<file path="src/rtl/datapath_unit.sv">
// Execution datapath: 2R/1W register file, combinational ALU, 256x16 data RAM with registered read,
// write-back mux. Optional Z/C/V flag register is built when DATAPATH_FLAGS_EN is defined.
module datapath_unit #(
    parameter int DATA_W  = 16,
    parameter int RF_AW   = 4,
    parameter int DMEM_AW = 8
) (
    input  logic               Clock,
    input  logic               ResetN,
    input  logic [DMEM_AW-1:0] Dmem_addr,
    input  logic               D_wr_en,
    input  logic               RF_sel,
    input  logic [RF_AW-1:0]   RF_wr_addr,
    input  logic               RF_wr_en,
    input  logic [RF_AW-1:0]   RF_RA_addr,
    input  logic [RF_AW-1:0]   RF_RB_addr,
    input  logic [2:0]         ALU_sel0,
    output logic [DATA_W-1:0]  RA_data,
    output logic [DATA_W-1:0]  RB_data,
    output logic [DATA_W-1:0]  ALU_out,
    output logic [DATA_W-1:0]  Mem_q,
    output logic [DATA_W-1:0]  W_data,
    output logic               Flag_Z,
    output logic               Flag_C,
    output logic               Flag_V
);

    localparam int RF_N   = 2 ** RF_AW;
    localparam int DMEM_N = 2 ** DMEM_AW;

    logic [DATA_W-1:0] rf  [RF_N];
    logic [DATA_W-1:0] mem [DMEM_N];

    // No write-through: a read of the register being written shows the old value until the edge.
    assign RA_data = rf[RF_RA_addr];
    assign RB_data = rf[RF_RB_addr];
    assign W_data  = RF_sel ? Mem_q : ALU_out;

    always_ff @(posedge Clock or negedge ResetN) begin
        if (!ResetN) begin
            for (int i = 0; i < RF_N; i++) rf[i] <= '0;
        end else if (RF_wr_en) begin
            rf[RF_wr_addr] <= W_data;
        end
    end

    // RAM array carries no reset; the ResetN gate keeps an edge during reset from storing anything.
    always_ff @(posedge Clock) begin
        if (D_wr_en && ResetN) mem[Dmem_addr] <= RA_data;
    end

    always_ff @(posedge Clock or negedge ResetN) begin
        if (!ResetN) Mem_q <= '0;
        else         Mem_q <= mem[Dmem_addr];
    end

    always_comb begin
        ALU_out = '0;
        case (ALU_sel0)
            3'b000: ALU_out = '0;
            3'b001: ALU_out = RA_data + RB_data;
            3'b010: ALU_out = RA_data - RB_data;
            3'b011: ALU_out = RA_data;
            3'b100: ALU_out = RA_data ^ RB_data;
            3'b101: ALU_out = RA_data | RB_data;
            3'b110: ALU_out = RA_data & RB_data;
            default: ALU_out = RA_data + 1'b1;
        endcase
    end

`ifdef DATAPATH_FLAGS_EN
    logic [DATA_W:0] add_ext, sub_ext, inc_ext;
    logic            alu_c, alu_v;
    logic            sa, sb, sr;

    assign add_ext = {1'b0, RA_data} + {1'b0, RB_data};
    assign sub_ext = {1'b0, RA_data} - {1'b0, RB_data};
    assign inc_ext = {1'b0, RA_data} + 1'b1;
    assign sa      = RA_data[DATA_W-1];
    assign sb      = RB_data[DATA_W-1];
    assign sr      = ALU_out[DATA_W-1];

    // Carry is the add carry-out, or the borrow for subtract; V is signed overflow.
    always_comb begin
        alu_c = 1'b0;
        alu_v = 1'b0;
        case (ALU_sel0)
            3'b001: begin
                alu_c = add_ext[DATA_W];
                alu_v = (sa == sb) && (sr != sa);
            end
            3'b010: begin
                alu_c = sub_ext[DATA_W];
                alu_v = (sa != sb) && (sr != sa);
            end
            3'b111: begin
                alu_c = inc_ext[DATA_W];
                alu_v = !sa && sr;
            end
            default: begin
                alu_c = 1'b0;
                alu_v = 1'b0;
            end
        endcase
    end

    always_ff @(posedge Clock or negedge ResetN) begin
        if (!ResetN) begin
            Flag_Z <= 1'b0;
            Flag_C <= 1'b0;
            Flag_V <= 1'b0;
        end else if (RF_wr_en && !RF_sel) begin
            Flag_Z <= (ALU_out == '0);
            Flag_C <= alu_c;
            Flag_V <= alu_v;
        end
    end
`else
    assign Flag_Z = 1'b0;
    assign Flag_C = 1'b0;
    assign Flag_V = 1'b0;
`endif

endmodule
</file>
<file path="config.mk">
export PLATFORM = sky130hd
export DESIGN_NAME = datapath_unit
export DESIGN_NICKNAME = d
export VERILOG_FILES = /design/src/rtl/datapath_unit.sv
export SDC_FILE = /design/constraint.sdc
export NUM_CORES = 2
export LEC_CHECK = 0
export CAP_MARGIN = 10
export CORE_MARGIN = 2
export CORE_UTILIZATION = 45
export DETAILED_ROUTE_END_ITERATION = 7
export SLEW_MARGIN = 15
export SYNTH_ARGS = -nofsm -noshare
export SYNTH_HDL_FRONTEND = slang
export SYNTH_SLANG_ARGS = --single-unit
</file>
<file path="constraint.sdc">
create_clock -name Clock -period 16.25 [get_ports Clock]
set_input_delay 1.625 -clock Clock [delete_from_list [all_inputs] [get_ports Clock]]
set_output_delay 1.625 -clock Clock [all_outputs]
set_load 0.03 [all_outputs]
</file>
==> impl_metrics.env <==
export IMPL_status="complete, no violations"
export IMPL_syn_area_per_cell_um2=22.19
export IMPL_drtPass1Iterations=8
export IMPL_r2r_slack_ns=10.58
export IMPL_cts_root_buffer="clkbuf_16"
export IMPL_syn_area_um2=172500
export IMPL_gr_usage_met2_pct=38.48
export IMPL_coreArea_um2=382000
export IMPL_fin_crit_ns=10.20
export IMPL_path_cells="buf_4 -> buf_4 -> mux4_1 -> a22oi_1 -> nand2_1 -> inv_1 -> ha_1 -> nand2_1 -> nor4_1 -> xnor2_1 -> o22ai_1 -> ha_1 -> a2111o_1 -> o211ai_1 -> a41oi_1 -> a2111oi_0 -> a31oi_1 -> o21ai_1 -> mux2_2 -> clkdlybuf4s50_1"
export IMPL_drcViolationCount=0
export IMPL_clk_pin_slew_ns=0.06
export IMPL_gr_usage_met3_pct=4.464
export IMPL_ys_ff_latch=4368
export IMPL_grt_pass1_wl_um=670600
export IMPL_hold_end="rf[102]"
export IMPL_drtIter0Drc=11567
export IMPL_cts_setup_buffers=0
export IMPL_cp_top_family="compound AO/OA/AOI/OAI gates"
export IMPL_synth_seq_area_share_pct=75.25
export IMPL_design_die_area_um2=388300
export IMPL_layout_drive_gt1_share_pct=32.68
export IMPL_cts_buffers=441
export IMPL_final_cell_area_um2=196000
export IMPL_busiest_layer="met2"
export IMPL_initial_core_util_pct=45.15
export IMPL_max_cap_violations=0
export IMPL_arrival_ns=8.57
export IMPL_fin_setup_tns_ns=0
export IMPL_cts_tree="done"
export IMPL_holdWs_ns=0.4924
export IMPL_use_met1_pct=35.22
export IMPL_die_h_um=623.1
export IMPL_r2r_end="rf[13]"
export IMPL_critPathSlowestCell="buf_4"
export IMPL_r2r_start="rf[64]"
export IMPL_clkLatencyLatePin_ns=1.00
export IMPL_synthFlopType="edfxtp_1"
export IMPL_final_cells=13707
export IMPL_whs_path_depth=2
export IMPL_fin_nets=8368
export IMPL_critPathCaptureType="output pin"
export IMPL_post_route_period_util_pct=62.75
export IMPL_grt_setup_unrepaired="false"
export IMPL_place_area_um2=182000
export IMPL_yosys_area_top_type="edfxtp_1"
export IMPL_vias=85205
export IMPL_required_ns=14.62
export IMPL_die_x_um=623.1
export IMPL_fmax_mhz=98.07
export IMPL_routedWlPerCell_um=34.82
export IMPL_total_power_mw=27.04
export IMPL_gp_congestion=0.8843
export IMPL_overflow=0
export IMPL_port_buffers=107
export IMPL_dp_cells=12885
export IMPL_htree_levels=5
export IMPL_hold_viol_final=0
export IMPL_synth_most_common_cell="edfxtp_1"
export IMPL_ant_nets=0
export IMPL_synthTopCellsByCount="edfxtp_1, mux4_2, nand2_1, nor2_1, dfrtp_1"
export IMPL_clock_path_buffers=4
export IMPL_worstRegToRegCells=18
export IMPL_async_flop_share_pct=6.227
export IMPL_antenna_found_initial=27
export IMPL_fp_row_count=227
export IMPL_grt_pass1_vias=85735
export IMPL_cpPeakStageDelay_ns=0.85
export IMPL_cts_resized_gates=0
export IMPL_setup_viol=0
export IMPL_path_buf_inv=4
export IMPL_via_per_inst=6.216
export IMPL_netlist_instances=7772
export IMPL_routed_wl_um=477200
export IMPL_worst_pin_slew_ns=1.447
export IMPL_cts_sinks=4368
export IMPL_critPathKind="in2out"
export IMPL_synth_distinct_cells=77
export IMPL_worstPathMaxFanout=55
export IMPL_hold_start="rf[102]"
export IMPL_yosys_top_cells_area="edfxtp_1, mux4_2, dfrtp_1, nand2_1, nor2_1"
export IMPL_syn_to_final_growth_pct=13.62
export IMPL_leakage_nw=62.84
export IMPL_synth_top_cell_area_share_pct=71.31
export IMPL_vdd_drop_max_uv=98.47
export IMPL_synth_edf_count=4096
export IMPL_hold_buffers=0
export IMPL_grt_use_total_pct=24.53
export IMPL_cp_start_kind="input pin"
export IMPL_synth_warning_count=0
export IMPL_hold_class="reg2reg"
export IMPL_slew_violations=0
export IMPL_relSlewSlack_pct=3.515
export IMPL_power_density_nw_per_um2=138.0
export IMPL_ios=111
export IMPL_hpwl_um=286700
export IMPL_grt_max_degree=193
export IMPL_finClkSkew_ns=0.08167
==> area by class of cell <==
cell class,count,area [um^2]
repair buffers,538,4506
fillers,29557,186000
clock inverters,262,2312
clock buffers,550,11620
well taps,5038,6304
diodes,9,22.52
flip-flops and latches,4368,129800
inverters,54,202.7
multi-input cells,2888,41210
==> power by group <==
group          total, mW  leakage (nW)  switching [mW]  internal (mW)
clock network       9.85          6.78            4.26           5.59
logic               3.38          15.1            2.45          0.936
registers           13.8          40.9           0.189           13.6
==> kinds of logic after synthesis <==
logic type      synth area share (%)
flops                          75.25
mux                            19.25
simple gates                   2.115
buf+inv                        1.306
compound gates                 1.611
fa+ha+maj                     0.3598
xor+xnor                      0.1059
other cells                 0.002174
==> through the flow <==
step / utilization, % / worst slack [ns]
CTS: 51.29 / 6.076
detailed placement: 47.64 / 6.099
floorplan: - / 6.837
global placement: 47.64 / 6.058
finish: 51.30 / 6.053
global route: 51.30 / 5.490
==> worst max-delay path by stage <==
stage,to,slack (ns),cells after the start,start
after floorplan,W_data[13],6.84,15,RF_RA_addr[1]
after global placement,W_data[15],6.06,22,RF_RB_addr[0]
after detailed placement,W_data[13],6.10,20,RF_RB_addr[0]
after CTS,W_data[13],6.08,20,RF_RB_addr[0]
after global routing,W_data[13],5.49,20,RF_RB_addr[0]
final,W_data[13],6.05,20,RF_RB_addr[0]
==> cell usage in the layout (no fill, tap or decap), types with 9 or more instances in the layout <==
cell / n
a21oi_1: 41
a22oi_1: 59
a31oi_1: 20
a32oi_1: 18
buf_12: 14
buf_4: 418
bufinv_16: 33
clkbuf_1: 98
clkbuf_16: 447
clkdlybuf4s50_1: 93
clkinv_1: 103
clkinv_2: 80
clkinvlp_4: 18
dfrtp_1: 272
diode_2: 9
edfxtp_1: 4096
ha_1: 48
inv_1: 52
inv_6: 12
mux2_2: 48
mux2i_1: 25
mux4_2: 1412
mux4_4: 16
nand2_1: 359
nand2_2: 12
nand2b_1: 17
nand3_1: 52
nand4_1: 14
nor2_1: 80
nor2_2: 233
nor2b_1: 28
nor3_1: 10
o21ai_0: 195
o21ai_1: 11
o22ai_1: 29
xnor2_1: 15
==> sequential cells by signal, summed over array words and instances (netlist names) <==
register,count
mem,4096
rf,256
Mem_q,16
==> per-layer routing <==
metal | routed length [um] | up-vias
li1 | - | 33837
met1 | 191800 | 46402
met2 | 225800 | 4282
met3 | 42960 | 680
met4 | 16680 | 4
met5 | 29 | -
==> worst min-delay path, cell delays in order, from the launching register on <==
cell	delay, ns
dfrtp_1	0.35
nand2_1	0.05
nand2_1	0.05
(Power assumes the default switching activity.)
